## src/rtl/lsu_pkg.sv

```systemverilog
// Shared types and op-decode helpers for the load/store unit.
// Op encodings match the req_op port bit-for-bit.
package lsu_pkg;

   localparam int WORD_W = 32;

   typedef enum logic [2:0] {
      OP_LB  = 3'd0,
      OP_LBU = 3'd1,
      OP_LH  = 3'd2,
      OP_LHU = 3'd3,
      OP_LW  = 3'd4,
      OP_SB  = 3'd5,
      OP_SH  = 3'd6,
      OP_SW  = 3'd7
   } mem_op_t;

   typedef enum logic [1:0] {IDLE, RD, WR, DONE} lsu_state_t;

   typedef enum logic [1:0] {SZ_BYTE, SZ_HALF, SZ_WORD} acc_size_t;

   function automatic logic is_load(mem_op_t op);
      return (op == OP_LB) || (op == OP_LBU) || (op == OP_LH) ||
             (op == OP_LHU) || (op == OP_LW);
   endfunction

   function automatic logic is_store(mem_op_t op);
      return (op == OP_SB) || (op == OP_SH) || (op == OP_SW);
   endfunction

   function automatic acc_size_t access_size(mem_op_t op);
      case (op)
         OP_LB, OP_LBU, OP_SB: return SZ_BYTE;
         OP_LH, OP_LHU, OP_SH: return SZ_HALF;
         default:              return SZ_WORD;
      endcase
   endfunction

   function automatic logic misaligned(mem_op_t op, logic [1:0] off);
      case (access_size(op))
         SZ_HALF: return off[0];
         SZ_WORD: return |off;
         default: return 1'b0;
      endcase
   endfunction

endpackage

```

## src/rtl/lsu_lane_align.sv

```systemverilog
// Big-endian lane extraction for loads and lane merge for sub-word stores.
// Purely combinational; offset 0 is the most significant byte.
module lsu_lane_align
   import lsu_pkg::*;
(
   input  mem_op_t            op_i,
   input  logic [1:0]         off_i,
   input  logic [WORD_W-1:0]  word_i,
   input  logic [WORD_W-1:0]  wdata_i,
   output logic [WORD_W-1:0]  load_o,
   output logic [WORD_W-1:0]  store_o
);

   // Byte k sits at bit 8*(3-k); ~off equals 3-off for a 2-bit offset.
   logic [4:0]  sh;
   logic [7:0]  byte_v;
   logic [15:0] half_v;

   assign sh     = {~off_i, 3'b000};
   assign byte_v = 8'(word_i >> sh);
   assign half_v = off_i[1] ? word_i[15:0] : word_i[31:16];

   always_comb begin
      load_o = word_i;
      case (op_i)
         OP_LB:   load_o = {{24{byte_v[7]}}, byte_v};
         OP_LBU:  load_o = {24'h0, byte_v};
         OP_LH:   load_o = {{16{half_v[15]}}, half_v};
         OP_LHU:  load_o = {16'h0, half_v};
         default: load_o = word_i;
      endcase
   end

   always_comb begin
      store_o = wdata_i;
      case (op_i)
         OP_SB:   store_o = (word_i & ~(32'h0000_00FF << sh)) |
                            ({24'h0, wdata_i[7:0]} << sh);
         OP_SH:   store_o = off_i[1] ? {word_i[31:16], wdata_i[15:0]}
                                     : {wdata_i[15:0], word_i[15:0]};
         default: store_o = wdata_i;
      endcase
   end

endmodule

```

## src/rtl/load_store_unit.sv

```systemverilog
// CPU load/store front end for a word-addressed memory with combinational read.
// Sub-word stores are done as read-modify-write through the RD and WR states.
module load_store_unit
   import lsu_pkg::*;
#(
   parameter int ADDR_W = 32,
   parameter int DATA_W = 32
) (
   input  logic              clk,
   input  logic              reset,
   input  logic              req_valid,
   input  logic [2:0]        req_op,
   input  logic [ADDR_W-1:0] req_addr,
   input  logic [DATA_W-1:0] req_wdata,
   output logic              ready,
   output logic              done,
   output logic [DATA_W-1:0] rdata,
   output logic              addr_err,
   output logic [ADDR_W-1:0] mem_address,
   output logic [DATA_W-1:0] mem_writedata,
   output logic              mem_read,
   output logic              mem_write,
   input  logic [DATA_W-1:0] mem_readdata
);

   lsu_state_t        state_q, state_d;
   mem_op_t           op_q, op_d;
   logic [ADDR_W-1:0] addr_q, addr_d;
   logic [DATA_W-1:0] word_q, word_d;
   logic [DATA_W-1:0] rdata_q, rdata_d;
   logic              err_q, err_d;

   mem_op_t           req_op_e;
   logic              req_bad;
   logic [DATA_W-1:0] load_val, store_val;

   assign req_op_e = mem_op_t'(req_op);
   assign req_bad  = misaligned(req_op_e, req_addr[1:0]);

   // word_q holds the store data until RD overwrites it with the merged word.
   lsu_lane_align u_align (
      .op_i    (op_q),
      .off_i   (addr_q[1:0]),
      .word_i  (mem_readdata),
      .wdata_i (word_q),
      .load_o  (load_val),
      .store_o (store_val)
   );

   always_ff @(posedge clk or posedge reset) begin
      if (reset) state_q <= IDLE;
      else       state_q <= state_d;
   end

   always_comb begin
      state_d = state_q;
      case (state_q)
         IDLE: if (req_valid) begin
            if (req_bad)                 state_d = DONE;
            else if (req_op_e == OP_SW)  state_d = WR;
            else                         state_d = RD;
         end
         RD:      state_d = is_load(op_q) ? DONE : WR;
         WR:      state_d = DONE;
         default: state_d = IDLE;
      endcase
   end

   always_comb begin
      ready    = (state_q == IDLE);
      done     = (state_q == DONE);
      mem_read = (state_q == RD);
      mem_write= (state_q == WR);
      addr_err = (state_q == DONE) && err_q;
   end

   always_comb begin
      op_d    = op_q;
      addr_d  = addr_q;
      word_d  = word_q;
      rdata_d = rdata_q;
      err_d   = err_q;
      if (state_q == IDLE && req_valid) begin
         op_d   = req_op_e;
         addr_d = req_addr;
         word_d = req_wdata;
         err_d  = req_bad;
      end else if (state_q == RD) begin
         if (is_load(op_q)) rdata_d = load_val;
         else               word_d  = store_val;
      end
   end

   always_ff @(posedge clk or posedge reset) begin
      if (reset) begin
         op_q    <= OP_LB;
         addr_q  <= '0;
         word_q  <= '0;
         rdata_q <= '0;
         err_q   <= 1'b0;
      end else begin
         op_q    <= op_d;
         addr_q  <= addr_d;
         word_q  <= word_d;
         rdata_q <= rdata_d;
         err_q   <= err_d;
      end
   end

   assign rdata         = rdata_q;
   assign mem_address   = {addr_q[ADDR_W-1:2], 2'b00};
   assign mem_writedata = word_q;

endmodule

```

## config.mk

```make
export PLATFORM = sky130hd
export DESIGN_NAME = load_store_unit
export DESIGN_NICKNAME = d
export VERILOG_FILES = /design/src/rtl/lsu_pkg.sv /design/src/rtl/lsu_lane_align.sv /design/src/rtl/load_store_unit.sv
export SDC_FILE = /design/constraint.sdc
export NUM_CORES = 1
export LEC_CHECK = 0
export BUFFER_PORTS_ARGS = -buffer_cell sky130_fd_sc_hd__buf_2
export CAP_MARGIN = 0
export CORE_MARGIN = 4
export CORE_UTILIZATION = 40
export CTS_CLUSTER_SIZE = 20
export DETAILED_ROUTE_END_ITERATION = 7
export HOLD_SLACK_MARGIN = 0.02
export PLACE_DENSITY = 0.64
export SLEW_MARGIN = 15
export SYNTH_ARGS = -nofsm -noshare
export SYNTH_HDL_FRONTEND = slang
export SYNTH_SLANG_ARGS = --single-unit
```

## constraint.sdc

```tcl
create_clock -name clk -period 5.8 [get_ports clk]
set_input_delay 0.58 -clock clk [delete_from_list [all_inputs] [get_ports clk]]
set_output_delay 0.58 -clock clk [all_outputs]
set_load 0.01 [all_outputs]
```

; ---- Yosys cells after proc, flatten, opt, wreduce, memory -nomap -nowiden
; Cells that the tools add are included.
[word_totals]
register_bits = 102
input_bits = 102
[classes]
bitwise = 5
reduce_logical = 17
eq_ne = 20
n_shift = 3
n_mux = 14
[ops]
columns = cell, count
row1 = two-way mux 32 bit, 4
row2 = case mux 32 bit (4 select lines), 1
row3 = case mux 32 bit (2 select lines), 1
row4 = AND 32 bit, 1
row5 = NOT 32 bit, 1
row6 = OR 32 bit, 1
row7 = << shifter 8 x 5 -> 32 bit, 1
row8 = "<< shifter 8 x 5 -> 32 bit, first input constant", 1
row9 = >> shifter 32 x 5 -> 8 bit, 1
row10 = "== test 3 bit, second input constant", 6
row11 = two-way mux 16 bit, 1
row12 = "== test 3 x 2 -> 1 bit, second input constant", 4
row13 = "== test 2 bit, second input constant", 3
row14 = "== test 3 x 1 -> 1 bit, second input constant", 2
row15 = logical NOT 3 bit, 2
row16 = two-way mux 2 bit, 3
row17 = case mux 2 bit (3 select lines), 1
row18 = AND reduction 3 bit, 2
row19 = OR reduction 3 bit, 2
row20 = "== test 2 x 1 -> 1 bit, second input constant", 2
row21 = logical OR 1 bit, 4
row22 = case mux 2 bit (2 select lines), 1
row23 = AND reduction 4 bit, 1
row24 = "!= test 3 bit, second input constant", 1
row25 = 11 further kinds, 12

; ---- Depth between registers and ports, before layout
[logic_depth]
word_depth = 9
depth_mapped = 8

; ---- Hierarchy
; From an unflattened synthesis, not the netlist that was laid out.
[hier_totals]
cells_unflattened = 616
hier_area_um2 = 6329.8
[modules_own_cells]
columns = mod, n_inst, cells_per_inst, seq_area_each_um2, area_each_um2
row1 = load_store_unit, 1, 352, 2552.4, 4659.5
row2 = lsu_lane_align, 1, 264, 0.0, 1670.4

; ---- Worst setup path after synthesis
; No wires, ideal clock.
[synth_path]
path_kind = reg2reg
start = reg state_q[0]
end = reg word_q[10] (netlist: mem_writedata[10])
arrival_time_ps = 1687
setup_time_ps = 131
stages_incl_launch_ff = 9
setup_slack_ps = 3982
t_required_ps = 5669
synth_period_minus_slack_ps = 1818
cell_sequence = dfrtp_1 > inv_1 > ha_1 > nand2_1 > o21a_1 > buf_2 > buf_2 > o21ai_0 > o31ai_1
[synth_via]
elab_chain_len = 4
[synth_lines]
columns = element, line_no
row1 = start: declaration, load_store_unit.sv:26  ; lsu_state_t state_q, state_d;
row2 = start signal: assignment, load_store_unit.sv:52  ; else state_q <= state_d;
row3 = logical NOT 2 bit (*), -
row4 = via ready, load_store_unit.sv:15  ; output logic ready,
row5 = logical AND 1 bit (*), load_store_unit.sv:83  ; if (state_q == IDLE && req_valid) begin
row6 = != test 3 bit (no source line) (tied with other cells), -
row7 = AND reduction 4 bit (no source line), -
row8 = end signal: assignment, load_store_unit.sv:104  ; word_q <= word_d;
row9 = end: declaration, load_store_unit.sv:29  ; logic [DATA_W-1:0] word_q, word_d;
; The timed path passes the listed nets; every way through them passes the cells marked *.
; A chain may end at the register's enable or synchronous reset.

; ---- Worst setup path in the final report
[layout_path]
start = reg op_q[2]
end = reg rdata_q[27] (netlist: rdata[27])
[layout_via]
elab_chain_len = 6
[layout_lines]
columns = element, line_no
row1 = start: declaration, load_store_unit.sv:27  ; mem_op_t op_q, op_d;
row2 = start signal: assignment, load_store_unit.sv:102  ; op_q <= op_d;
row3 = == test 3 x 1 -> 1 bit / logical NOT 3 bit (equally long branches), "lsu_pkg.sv:23, lsu_lane_align.sv:25"
row4 = logical OR 1 bit (3 in a row), lsu_pkg.sv:23  ; return (op == OP_LB) || (op == OP_LBU) || (op == OP_LH) ||
row5 = logical OR 1 bit, lsu_pkg.sv:24  ; (op == OP_LHU) || (op == OP_LW);
row6 = AND reduction 3 bit (no source line), -
row7 = end signal: assignment, load_store_unit.sv:105  ; rdata_q <= rdata_d;
row8 = end: declaration, load_store_unit.sv:30  ; logic [DATA_W-1:0] rdata_q, rdata_d;
; Several ways; a longest one is shown, not always the timed one.

==> results_dict.tcl <==
set metrics [dict create \
    status "completed" \
    grt_overflow 0 \
    cts_hold_buf 0 \
    netlist_area_mm2 0.005389 \
    synth_edf_count 0 \
    synthTopCellsByArea "dfrtp_1 (47%), nand2_1 (9.5%), buf_4 (4.7%)" \
    combPwrFrac 0.491 \
    cts_tree "done" \
    multi_input_area_mm2 0.002391 \
    crit_arrival_ns 3.03 \
    num_io_pins 203 \
    finalSetupTns_ns 0 \
    placed_cells 893 \
    worst-path-stages 4 \
    placementRows 42 \
    core_area_mm2 0.01324 \
    period_share 0.4847 \
    timing.hold.worst.class "input pin to async pin" \
    criticalPathCategory "register to register" \
    finalCoreUtilization 0.4906 \
    postCtsSetupBuffers 0 \
    clock_sinks 102 \
    critPathBufInv 0 \
    port_buffers 200 \
    internal-power_w 0.002124 \
    r2r_cells 4 \
    numCtsBuffers 9 \
    end_kind "register" \
    mostFrequentLayoutCells "buf_2 (200), nand2_1 (135), dfrtp_1 (102), nor2_1 (36), a21oi_1 (31)" \
    synth_top_area_frac 0.4736 \
    area_growth_pct 20.55 \
    crit_family "flip-flops" \
    nets 835 \
    die_x_um 124.1 \
    critPathMaxFanout 35 \
    syn_area_per_cell_um2 9.196 \
    fin_skew_ns 0.008249 \
    avgViaCountPerCell 5.494 \
    track_usage 0.2155 \
    synth_top_area_cell "dfrtp_1" \
    cpPeakStageDelay_ns 1.06 \
    diodes 0 \
    detail_route.wl_per_cell_um 18.50 \
    dp_hpwl_um 12490 \
    drive_above_1_share 0.3383 \
    fin_hold_ws_ns 0.2247 \
    vias 4994 \
    worst_pin_slew_ns 1.087 \
    final-hold-violation-count 0 \
    initial_core_util 0.4069 \
    stdcell_count 909 \
    timing.fmax_mhz 355.7 \
    antenna_found_initial 0 \
    grt_max_degree 70 \
    clock_tree.buffer_depth 2 \
    ctsResizeCount 0 \
    swShare 0.4485 \
    num-fill-cells 1307 \
    yosys_warnings 0 \
    grt_pass1_wl_um 25480 \
    ant_nets 0 \
    setup_viol 0 \
    layout_commonest_cell "buf_2" \
    insertion_delay_ns 0.35 \
    worstPathCellList "o21ai_0, nand2_1, a211o_4, nand3_1" \
    clk_pin_slew_ns 0.07 \
    drt_wl_total_um 16820 \
    synth_seq_cells 102 \
    dr.pass1.iters 5 \
    min_period_ns 2.811 \
    drt_iter0_drc 521 \
    place_congestion 0.9004 \
    htreeDepth 3 \
    worstSetupStartpointType "register" \
    syn_inst 586 \
    dominantRegCellSynth "dfrtp_1" \
    synth-seq-area-share 0.4736 \
    seq_area_mm2 0.002552 \
    drc_errors 0 \
    required_ns 6.02 \
    cap_violations 0 \
    yosys.cell_types.count 48 \
    die_area_mm2 0.01539 \
    p_leak_nw 3.297 \
    grt_setup_unrepaired "no" \
    clockRootBuffer "clkbuf_16" \
    first_global_vias 4784 \
    relSlewSlack 0.2755 \
    pwr-share-clk 0.153 \
    slowest_stage "dfrtp_1" \
    power_density_mw_per_mm2 592.7 \
    async_flop_share 1.000 \
    vdd_drop_max_mv 0.2447 \
    seq_power_share 0.356 \
    switchingPower_w 0.001727 \
    die_height_um 124.1 \
    maxSlewViolCount 0 \
]
cells by family after synthesis:
| kind of cell | Yosys count | synth area share |
|---|---|---|
| multiplexers | 25 | 0.05038 |
| AO/OA/AOI/OAI | 139 | 0.1827 |
| buffers and inverters | 79 | 0.08428 |
| AND/OR/NAND/NOR | 233 | 0.1934 |
| flip-flops | 102 | 0.4736 |
| other | 1 | 0.0006959 |
| XOR/XNOR | 2 | 0.003251 |
| adder cells (fa/ha/maj) | 5 | 0.01161 |
cell type report:
class,instances,area share
Sequential cell,102,0.3929
Multi-Input combinational cell,406,0.3681
Timing Repair Buffer,203,0.1575
Clock buffer,11,0.03737
Tap cell,176,0.03390
Clock inverter,5,0.006356
Inverter,6,0.003852
cells in the mapped netlist (all sizes together), types with 2 or more instances:
master and count:
o211ai 7, and3 2, a22o 8, mux2 7, nor2b 2, a222oi 7, nor3 9, o21ai 25
and2 3, nor2 37, mux2i 17, dfrtp 102, clkbuf 15, o22ai 9, o31ai 8, nand3 34
o2bb2ai 9, a21oi 32, a22oi 16, nand2 136, inv 6, nand3b 2, nand2b 5, buf 58
o21a 3, a221oi 9, ha 5, a31oi 2, xnor2 2
final timing paths:
check	slack (ns)	end	startpoint
max reg2reg	2.99	rdata[27]	op_q[2]
min reg2reg	0.47	addr_q[26]	addr_q[26]
max	2.99	rdata[27]	op_q[2]
min	0.22	addr_q[7]	reset
max in group asynchronous	4.34	addr_q[22]	reset
min in group clk	0.42	addr_q[11]	req_addr[11]
metrics by stage:
stage / area, um^2 / setup slack (ns) / power [W]
2_1_floorplan: 5393 / 2.545 / 0.002728
3_3_place_gp: 6211 / 3.153 / 0.003206
3_5_place_dp: 6211 / 3.007 / 0.003259
4_1_cts: 6495 / 3.031 / 0.003864
5_1_grt: 6496 / 2.715 / 0.004168
6_report: 6496 / 2.989 / 0.003850
per-layer routing:
metal,vias up,track usage,share of wire
met5,-,0,0
met4,0,0.08419,0.026
met3,32,0.03633,0.082
met2,241,0.3301,0.46
met1,2412,0.3053,0.43
li1,2309,-,-
flip-flops by register name, indices dropped and copies added, names as in the netlist:
name           cells
addr_q            32
err_q              1
mem_writedata     32
op_q               3
rdata             32
state_q            2
power groups by stage:
| stage | clock, W | combinational, W | sequential (W) |
|---|---|---|---|
| global route | 0.000638 | 0.00212 | 0.00141 |
| detailed placement | 0 | 0.00189 | 0.00137 |
| global placement | 0 | 0.00184 | 0.00137 |
| finish | 0.000589 | 0.00189 | 0.00137 |
| CTS | 0.000602 | 0.00190 | 0.00136 |
| floorplan | 0 | 0.00138 | 0.00135 |
No activity file was read; power rests on OpenSTA's default activity.
